**src/rtl/pattern_counter.sv**
```systemverilog
// pattern_counter
// Counts every occurrence of PATTERN inside one DATA_W-bit word, overlapping
// matches included, and registers the saturated count one cycle later.
//
// Ports:
//   clk          rising-edge clock
//   rst_n        asynchronous active-low reset
//   din_valid    din is accepted on a clk edge when high
//   din          word to search
//   count        registered match count of the last accepted word (saturating)
//   count_valid  one-cycle pulse per accepted word
//   match_vec    per-window match flags of the last accepted word
//                (present only when PATTERN_COUNTER_MATCH_VEC_EN is defined)
//
// Optional build macro: PATTERN_COUNTER_MATCH_VEC_EN
module pattern_counter #(
  parameter int unsigned DATA_W = 32,
  parameter int unsigned PAT_W = 3,
  parameter logic [PAT_W-1:0] PATTERN = 3'b010,
  parameter int unsigned CNT_W = 4
) (
  input  logic              clk,
  input  logic              rst_n,
  input  logic              din_valid,
  input  logic [DATA_W-1:0] din,
  output logic [CNT_W-1:0]  count,
  output logic              count_valid
`ifdef PATTERN_COUNTER_MATCH_VEC_EN
  ,
  output logic [DATA_W-PAT_W:0] match_vec
`endif
);

  // Number of windows and the width needed to hold their full sum.
  localparam int unsigned NWIN = DATA_W - PAT_W + 1;
  localparam int unsigned SUM_W = $clog2(NWIN + 1);
  localparam int unsigned CNT_MAX = (2 ** CNT_W) - 1;

  logic [NWIN-1:0]  win_match_c;
  logic [SUM_W-1:0] raw_total_c;
  logic [CNT_W-1:0] sat_total_c;

  // One comparator per window; windows never wrap past the word ends.
  for (genvar gi = 0; gi < NWIN; gi++) begin : g_win
    assign win_match_c[gi] = (din[gi +: PAT_W] == PATTERN);
  end

  // Population count of the window matches.
  always_comb begin
    raw_total_c = '0;
    for (int unsigned i = 0; i < NWIN; i++) begin
      raw_total_c = raw_total_c + SUM_W'(win_match_c[i]);
    end
  end

  // Clamp to the largest representable count instead of wrapping.
  always_comb begin
    sat_total_c = CNT_W'(raw_total_c);
    if (32'(raw_total_c) > CNT_MAX) begin
      sat_total_c = CNT_W'(CNT_MAX);
    end
  end

  // Result registers; count holds on idle cycles, the valid flag does not.
  always_ff @(posedge clk or negedge rst_n) begin
    if (!rst_n) begin
      count       <= '0;
      count_valid <= 1'b0;
    end else begin
      count_valid <= din_valid;
      if (din_valid) begin
        count <= sat_total_c;
      end
    end
  end

`ifdef PATTERN_COUNTER_MATCH_VEC_EN
  // Per-window flags travel with count.
  always_ff @(posedge clk or negedge rst_n) begin
    if (!rst_n) begin
      match_vec <= '0;
    end else if (din_valid) begin
      match_vec <= win_match_c;
    end
  end
`endif

endmodule

```
**config.mk**
```make
export PLATFORM = sky130hd
export DESIGN_NAME = pattern_counter
export DESIGN_NICKNAME = d
export VERILOG_FILES = /design/src/rtl/pattern_counter.sv
export SDC_FILE = /design/constraint.sdc
export NUM_CORES = 1
export LEC_CHECK = 0
export ABC_AREA = 1
export CAP_MARGIN = 0
export CORE_MARGIN = 2
export CORE_UTILIZATION = 35
export DETAILED_ROUTE_END_ITERATION = 8
export PLACE_DENSITY = 0.68
export REMOVE_ABC_BUFFERS = 1
export SETUP_SLACK_MARGIN = 0.4
export SKIP_CTS_REPAIR_TIMING = 1
export SLEW_MARGIN = 20
export SYNTH_ARGS = -nofsm -noshare
export SYNTH_HDL_FRONTEND = slang
export SYNTH_SLANG_ARGS = --single-unit
```
**constraint.sdc**
```tcl
create_clock -name clk -period 1 [get_ports clk]
set_clock_uncertainty 0.2 [all_clocks]
set_input_delay 0.2 -clock clk [delete_from_list [all_inputs] [get_ports clk]]
set_output_delay 0.2 -clock clk [all_outputs]
set_load 0.01 [all_outputs]
```
==> results of run 1 <==
[cells in the final DEF (no fill, tap or decap), types with 4 or more instances in the layout]
cell / n
ha_1: 7
dfrtp_1: 5
nand2_1: 12
buf_4: 29
nand3_2: 15
dlymetal6s2s_1: 25
fa_1: 21
nor3_1: 5
clkbuf_2: 7
inv_1: 37
inv_2: 15
nand3_1: 9
nand2_2: 4
nor2_1: 6
[power by group through the flow]
| stage | clock, mW | sequential, mW | combinational (mW) |
|---|---|---|---|
| detailed placement | 0 | 0.332 | 1.79 |
| global route | 0.258 | 0.332 | 2.20 |
| finish | 0.245 | 0.328 | 1.93 |
| global placement | 0 | 0.324 | 1.72 |
| CTS | 0.244 | 0.328 | 1.80 |
| floorplan | 0 | 0.366 | 1.06 |
[flip-flops by register name (all words and copies together) (netlist names)]
name	flops
count	4
count_valid	1
[area by class of cell]
| cell class | count | share of cell area, % |
|---|---|---|
| Timing Repair Buffer | 69 | 32.1 |
| Multi-Input combinational cell | 92 | 47.1 |
| Tap cell | 44 | 2.74 |
| Clock buffer | 4 | 1.31 |
| Inverter | 54 | 10.5 |
| Sequential cell | 5 | 6.23 |
[cell usage after synthesis, drive strengths merged]
master  instances  share of area (%)
nor3            5                2.2
o21ai           3                1.3
fa             22                 38
nand3          25                 11
nor2            6                1.9
nand4           1               0.54
inv            54                 17
dfrtp           5                 11
nand2          17                5.7
a21oi           2               0.86
or3             2                1.1
or2             1               0.54
ha              8                8.6
[layer usage]
metal	wire, um	vias to the layer above	part of all wire, %
met1	1330	571	40
li1	-	597	-
met3	125	6	3.8
met5	0	-	0
met2	1830	33	55
met4	40	0	1.2
[cells by family after synthesis]
kind of cell | share of synthesized area, %
AOI/OAI and AO/OA | 2.15
adders and majority gates | 46.5
buffers and inverters | 17.4
and+or+nand+nor | 23.1
DFF | 10.8
[path summary, 6_finish.rpt]
path,endpoint,slack [ns],depth (start not counted)
hold reg to reg,count[2],0.32,2
hold / removal,count[3],-0.40,1
setup / recovery,count[2],-3.85,17
setup reg to reg,count[1],-0.09,4
max in group asynchronous,count[2],0.80,1
min in group clk,count_valid,0.05,2
[critical path: cells and delay by family]
family / cells / cell delay, ns
buf+inv: 4 / 0.20
fa+ha+maj: 8 / 3.45
simple gates: 3 / 0.68
compound gates: 2 / 0.23
==> summary.txt, run 1 <==
Outcome
  – Run status: finished, violations left
  – Failing checks: hold timing, setup timing

Worst setup path
  – Setup crit start kind: input port
  – Critical setup path kind: in2reg
  – CP Launch Point: din[1]
  – Reg2Reg Launch Point: count[1]
  – Crit path max fanout: 3
  – Critical Path Max Stage Delay: 0.52 ns
  – CP arrival: 4.78 ns
  – Worst path required time: 0.93 ns
  – Worst path slowest cell: fa_1
  – Worst setup EP type: flop
  – CP dominant cell by count: fa_1
  – Cell Chain, Critical Path: buf_6, inv_2, or3_4, fa_1, fa_1, fa_1, fa_1, fa_1, inv_1, fa_1, ha_2, fa_2, or2_0, a21oi_1, nand2_1, o21ai_1, inv_1

STA
  – Final WS setup: -3.85 ns
  – Unrepaired setup endpoints after global routing: yes
  – Final Cycle Share: 485%
  – Final Hold Fails: 5
  – Slew Limit Fails: 0
  – Fin crit period: 4.85 ns
  – Max_slew headroom: 80.6%
  – Setup_tns: -15.82 ns
  – Worst Tran Pin Value: 0.288 ns
  – Fmax: 0.206 GHz
  – Worst hold slack: -0.401 ns
  – Final setup fails: 9

Placement
  – Post-DP Area: 1800 um2
  – Inst Count DP: 259
  – DP Wirelength: 2610 um
  – Input/output buffers: 39
  – Placement-stage worst setup slack: -4.75 ns
  – Gpl congestion: 0.856

Layout
  – # fillers: 264
  – Fraction of layout instances using a drive strength above 1: 38.8%
  – Fin cells: 268
  – Area grow syn2layout: 72.7%
  – Fin area: 2010 um2
  – Multi-input logic area: 946 um2
  – Antenna diode count: 0
  – Net count, final: 290
  – Post-layout util: 64.7%
  – Sequential Area: 125 um2

Clocking
  – CTS Sinks: 5
  – Worst skew pair latency: 0.24 ns
  – Htree depth: 1
  – Root cell of the clock tree: clkbuf_4
  – TritonCTS clock tree: done
  – Clock Pin Slew Worst Setup and Hold Paths: 0.05 ns
  – Total CTS buffers: 3
  – Max clock buf depth: 2

Die
  – Ports: 40
  – Die Y: 61.6 um
  – Chip Width: 61.6 um
  – Core Area: 3100 um2
  – Die ar.: 3800 um2
  – Rows: 20
  – Starting Density: 37.5%

Global route
  – Vias in the first global route: 1269
  – Busiest grt layer: met2
  – Largest net degree at the start of global routing: 6
  – Met2 Track Usage GR: 32.9%
  – GR Overflow Total: 0
  – M3 GR Usage: 1.89%
  – Initial antenna violation count: 0
  – Met1 Track Usage GR: 22.7%
  – First-pass GRT wire length: 5090 um
  – All-Layer GR Usage: 17.9%

Pwr
  – Pint: 1.37 mW
  – Overall power: 2.51 mW
  – Max VDD drop: 0.00102 V
  – Sequential share of power: 13.1%
  – Switch share: 45.4%
  – Clock share of power: 9.8%
  – Power per Cell Area: 1250 nW/um2
  – Combinational Power Share: 77.1%
  – LEAKAGE: 1.24 nW
  – Net switching power: 1.14 mW

Routing
  – WL/cell: 12.4 um
  – Total length of routed wires: 3320 um
  – Vias after detailed routing: 1207
  – # DRC: 0
  – Post-route ant nets: 0
  – Routed vias/inst: 4.50
  – DR iter-0 viols: 41
  – TritonRoute pass-1 iters: 4

Synth
  – Yosys reg bits: 5
  – Synth Cell Area: 1160 um2
  – Yosys warning count: 0
  – Synth cell types: 15
  – Sequential area share after synthesis: 10.8%
  – Syn Area/Cell: 7.70 um2
  – Syn Inst Count: 151

Hold path
  – Worst Hold Class: in2async

Run
  – Maxcap violations: 0
Note: power is estimated with default switching activity, not from simulation.
==> run 2, diff against run 1 <==
--- a/config.mk
+++ b/config.mk
@@ -6,7 +6,7 @@
 export NUM_CORES = 1
 export LEC_CHECK = 0
 export ABC_AREA = 1
-export CAP_MARGIN = 0
+export ABC_CLOCK_PERIOD_IN_PS = 1000
 export CORE_MARGIN = 2
 export CORE_UTILIZATION = 35
 export DETAILED_ROUTE_END_ITERATION = 8
==> results of run 2 <==
No change in the layout: final DEF, timing and power equal those of run 1.
